## config.mk

```make
export PLATFORM = sky130hd
export DESIGN_NAME = edge_event_arbiter
export DESIGN_NICKNAME = d
export VERILOG_FILES = /design/src/rtl/edge_event_pkg.sv /design/src/rtl/edge_chan.sv /design/src/rtl/edge_event_arbiter.sv
export SDC_FILE = /design/constraint.sdc
export NUM_CORES = 1
export LEC_CHECK = 0
export CORE_UTILIZATION = 40
export DETAILED_ROUTE_END_ITERATION = 12
export PLACE_DENSITY = 0.63
export SLEW_MARGIN = 5
export SYNTH_ARGS = -nofsm -noshare
export SYNTH_HDL_FRONTEND = slang
export SYNTH_SLANG_ARGS = --single-unit
```

## constraint.sdc

```tcl
create_clock -name clk -period 2.85 [get_ports clk]
set_input_delay 0.285 -clock clk [delete_from_list [all_inputs] [get_ports clk]]
set_output_delay 0.285 -clock clk [all_outputs]
set_load 0.005 [all_outputs]
```

## src/rtl/edge_event_pkg.sv

```systemverilog
// Shared types and constants for the edge event arbiter.
package edge_event_pkg;

   typedef enum logic [1:0] {EM_OFF, EM_RISE, EM_FALL, EM_BOTH} edge_mode_t;

   typedef enum logic {ARB_IDLE, ARB_BUSY} arb_state_t;

   localparam logic EVT_RISE = 1'b1;
   localparam logic EVT_FALL = 1'b0;

endpackage

```

## src/rtl/edge_chan.sv

```systemverilog
// Per-channel edge detector: registered one-cycle rise/fall pulses.
module edge_chan (
   input  logic clk,
   input  logic rst,
   input  logic sig,
   output logic rise_p,
   output logic fall_p
);

   logic prev;

   // prev resets low so a signal already high after reset reads as a rise
   always_ff @(posedge clk) begin
      if (rst) begin
         prev   <= 1'b0;
         rise_p <= 1'b0;
         fall_p <= 1'b0;
      end else begin
         prev   <= sig;
         rise_p <= sig & ~prev;
         fall_p <= ~sig & prev;
      end
   end

endmodule

```

## src/rtl/edge_event_arbiter.sv

```systemverilog
// Multi-channel edge event scheduler with round-robin valid/ready output.
// Optional sticky drop flags: define EDGE_EVENT_ARBITER_OVF_EN.
module edge_event_arbiter
   import edge_event_pkg::*;
#(
   parameter  int unsigned N_CH = 4,
   localparam int unsigned IDW  = $clog2(N_CH)
) (
   input  logic              clk,
   input  logic              rst,
`ifdef EDGE_EVENT_ARBITER_OVF_EN
   input  logic [N_CH-1:0]   ovf_clr,
   output logic [N_CH-1:0]   ovf,
`endif
   input  logic [N_CH-1:0]   sig_in,
   input  logic [2*N_CH-1:0] mode_cfg,
   output logic              evt_valid,
   input  logic              evt_ready,
   output logic [IDW-1:0]    evt_ch,
   output logic              evt_kind,
   output logic [N_CH-1:0]   pending
);

   logic [N_CH-1:0] rise_p;
   logic [N_CH-1:0] fall_p;
   logic [N_CH-1:0] gated;
   logic [N_CH-1:0] kind;
   logic [N_CH-1:0] kind_nxt;
   logic [N_CH-1:0] gnt_vec;
   logic [N_CH-1:0] keep;
   logic [N_CH-1:0] set_vec;
   logic [N_CH-1:0] pend_nxt;
   logic [IDW-1:0]  rr_ptr;
   logic [IDW-1:0]  grant_ch;
   logic            grant_c;
   arb_state_t      state;
   arb_state_t      state_nxt;

   // First requesting channel at or after ptr, wrapping around
   function automatic logic [IDW-1:0] rr_pick(input logic [N_CH-1:0] req,
                                              input logic [IDW-1:0]  ptr);
      logic [IDW-1:0] sel;
      logic [IDW-1:0] cand;
      logic           found;
      int unsigned    idx;
      sel   = '0;
      found = 1'b0;
      for (int unsigned off = 0; off < N_CH; off++) begin
         idx  = (32'(ptr) + off) % N_CH;
         cand = IDW'(idx);
         if (!found && req[cand]) begin
            found = 1'b1;
            sel   = cand;
         end
      end
      return sel;
   endfunction

   for (genvar g = 0; g < N_CH; g++) begin : g_chan
      edge_mode_t mode;

      edge_chan u_chan (
         .clk    (clk),
         .rst    (rst),
         .sig    (sig_in[g]),
         .rise_p (rise_p[g]),
         .fall_p (fall_p[g])
      );

      assign mode     = edge_mode_t'(mode_cfg[2*g +: 2]);
      assign gated[g] = (rise_p[g] && (mode == EM_RISE || mode == EM_BOTH)) ||
                        (fall_p[g] && (mode == EM_FALL || mode == EM_BOTH));
      assign kind_nxt[g] = set_vec[g] ? (rise_p[g] ? EVT_RISE : EVT_FALL) : kind[g];
   end

   // Grant decision: on entry from idle, or back-to-back on a handshake
   always_comb begin
      state_nxt = state;
      grant_c   = 1'b0;
      case (state)
         ARB_IDLE: begin
            if (|pending) begin
               grant_c   = 1'b1;
               state_nxt = ARB_BUSY;
            end
         end
         ARB_BUSY: begin
            if (evt_ready) begin
               if (|pending) grant_c   = 1'b1;
               else          state_nxt = ARB_IDLE;
            end
         end
         default: state_nxt = ARB_IDLE;
      endcase
   end

   // A new pulse on a held (not granted) channel is dropped; on a granted one it re-arms
   assign grant_ch = rr_pick(pending, rr_ptr);
   assign gnt_vec  = grant_c ? (N_CH'(1) << grant_ch) : '0;
   assign keep     = pending & ~gnt_vec;
   assign set_vec  = gated & ~keep;
   assign pend_nxt = keep | set_vec;

   always_ff @(posedge clk) begin
      if (rst) state <= ARB_IDLE;
      else     state <= state_nxt;
   end

   always_ff @(posedge clk) begin
      if (rst) begin
         evt_valid <= 1'b0;
         evt_ch    <= '0;
         evt_kind  <= 1'b0;
         pending   <= '0;
         kind      <= '0;
         rr_ptr    <= '0;
      end else begin
         evt_valid <= (state_nxt == ARB_BUSY);
         pending   <= pend_nxt;
         kind      <= kind_nxt;
         if (grant_c) begin
            evt_ch   <= grant_ch;
            evt_kind <= kind[grant_ch];
            rr_ptr   <= (grant_ch == IDW'(N_CH - 1)) ? '0 : grant_ch + IDW'(1);
         end
      end
   end

`ifdef EDGE_EVENT_ARBITER_OVF_EN
   logic [N_CH-1:0] drop;

   assign drop = gated & keep;

   always_ff @(posedge clk) begin
      if (rst) ovf <= '0;
      else     ovf <= (ovf & ~ovf_clr) | drop;
   end
`endif

endmodule

```

==> impl_metrics.ini <==
[clocking]
cts_root_buf = clkbuf_4
cts_buffers = 3
insertion_delay_ns = 0.32
postCtsHoldBufs = 0
cts_setup_buffers = 0
htreeDepth = 1
cts-resized-gates = 0
clock-sinks = 26
cts_max_path_buffers = 2
clk_pin_slew_ns = 0.14
cts_tree = done

[global_routing]
grt_overflow = 0
grt_pass1_vias = 804
antenna_found_initial = 0
grt_pass1_wl_um = 3470
grt_usage_pct = 16.7
grt_max_degree = 16

[worst_setup_path]
critPathMaxFanout = 7
critical_path_arrival_ns = 2.24
rrSetupSlack_ns = 0.86
crit_type = flip-flop to flip-flop
critPathRequiredTime_ns = 3.10
start_kind = flip-flop
endpoint_kind = flip-flop

[logic_synthesis]
ys_ff_latch = 26
synth_top_cell_area_share_pct = 46.5
synth.area.top_cells = dfxtp_1 47%, nand2_1 5.7%, ha_1 4.5%, nor2b_1 4.5%, mux2i_1 3.6%
synth_commonest_cells = 26 x dfxtp_1, 17 x nand2_1, 8 x nor2b_1
synthDistinctLibCells = 28
ys_async_sr_fraction_pct = 0
synth_area_sq_um = 1120
yosys.area.top_type = dfxtp_1
synthFlopType = dfxtp_1
yosys_warnings = 0
synth.avg_cell_area_sq_um = 9.56
synth_edf_count = 0
synth.net_count = 136
yosysMostFrequentCell = dfxtp_1
ys_seq_area_share_pct = 46.5
syn_inst = 117

[place]
io_buffers = 22
dpl.hpwl_um = 1670
gp_congestion = 0.769
place_ws_ns = 0.907

[worst_hold_path]
hold_class = flip-flop to flip-flop

[finish]
drive_gt1_share_pct = 9.86
nets = 162
syn2layout_area_growth_pct = 26.3
seq_area_sq_um = 520
multiInputGateArea_sq_um = 564
antenna_cells = 0
fillers = 245

[sta]
slew_headroom_pct = 60.4
hold_viol = 0
setup_violations = 0
fmax_ghz = 0.503
finalWorstSetupSlack_ns = 0.860
finalCriticalPeriod_ns = 1.99
clock_skew_ns = 0.00526
rsz0062_at_grt = false
slew_violations = 0
fin_crit_sh_pct = 69.8
worst_pin_slew_ns = 0.589
fin_tns_setup_ns = 0

[floorplan]
die_y_um = 54.9
die_x_um = 54.9
coreArea_sq_um = 2570
rows = 18
io_pins = 23
start_util_pct = 43.6
fp.dieArea_sq_um = 3010

[detailed_routing]
postRouteAntennaNets = 0
post_drt_wl_per_cell_um = 12.1
drt_iter0_drc = 11
vias = 888
avgViaCountPerCell = 5.16
detail_route.wirelength_um = 2090
drtPass1Iterations = 4
route.detailed.drc = 0

[power_and_ir_drop]
ir_drop_mv = 0.317
powerDensity_nw_per_um2 = 516
fin_total_pwr_uw = 728
leakagePower_nw = 0.530

[flow_run]
cap_violations = 0

[run_status]
outcome = finished, final reports clean
==> cells in the final DEF, fill, tap and decap left out, drive strengths merged, types with 2 or more instances in the layout <==
cell	netlist	layout
a21oi	10	10
a221oi	2	2
a31oi	4	4
and2	3	3
clkbuf	1	4
clkdlybuf4s50	0	22
dfxtp	26	26
ha	4	4
inv	7	7
mux2i	4	4
nand2	17	17
nand2b	5	5
nand3	5	5
nor2	4	4
nor2b	9	9
nor3b	4	4
o21ai	4	4
==> worst paths after layout <==
check / cells past startpoint / from / end
min: 1 / g_chan[3].u_chan.prev / g_chan[3].u_chan.rise_p
min reg2reg: 1 / g_chan[3].u_chan.prev / g_chan[3].u_chan.rise_p
max reg2reg: 8 / rr_ptr[1] / kind[0]
max: 8 / rr_ptr[1] / kind[0]
==> worst max-delay path: stages (launching register included) <==
cell and delay (ns):
dfxtp_1 0.40, mux2_4 0.33, a221oi_4 0.43, inv_1 0.13, ha_1 0.22, nand2_1 0.08, and2_1 0.13, o21ai_0 0.08
a21oi_1 0.13
==> layout make-up <==
cell class	count	share of cell area, %
clock buffers	4	2.57
repair buffers	23	16.1
inverters	7	1.86
flip-flops and latches	26	36.8
well taps	30	2.66
multi-input cells	82	39.9
==> routing by layer <==
layer | vias to the layer above | GRT usage, % | share of wire [%]
met5 | - | 0 | 0
met4 | 0 | 9.83 | 2.3
met3 | 7 | 3.89 | 3.9
met2 | 16 | 26.7 | 45
met1 | 419 | 20.1 | 48
li1 | 446 | - | -
==> per-stage QoR <==
step | cell area, sq um | hold slack [ns] | std cells | util, %
6_report | 1410 | 0.413 | 172 | 55.0
5_1_grt | 1410 | 0.433 | 172 | 55.0
4_1_cts | 1410 | 0.417 | 172 | 55.0
3_5_place_dp | 1380 | 0.397 | 168 | 53.6
3_3_place_gp | 1380 | 0.389 | 168 | 53.6
2_1_floorplan | 1120 | 0.361 | 117 | -
==> sequential cells by signal, summed over array words and instances, names as in the netlist <==
register and flops:
evt_valid 1, g_chan.u_chan.prev 4, kind 4, evt_kind 1, rr_ptr 2, g_chan.u_chan.rise_p 4
g_chan.u_chan.fall_p 4, pending 4, evt_ch 2
==> power breakdown <==
part | switching (mW) | leakage (nW) | internal [mW]
registers | 0.0172 | 0.213 | 0.386
clock network | 0.105 | 0.0210 | 0.0781
logic | 0.0692 | 0.295 | 0.0731
==> cell families after synthesis <==
logic type      after synthesis  share of synthesized area [%]
simple gates                 50                           23.7
flops                        26                           46.5
compound gates               23                           17.3
buf+inv                       9                           3.02
mux                           5                           4.92
fa+ha+maj                     4                           4.47
No activity file was read; power rests on OpenSTA's default activity.
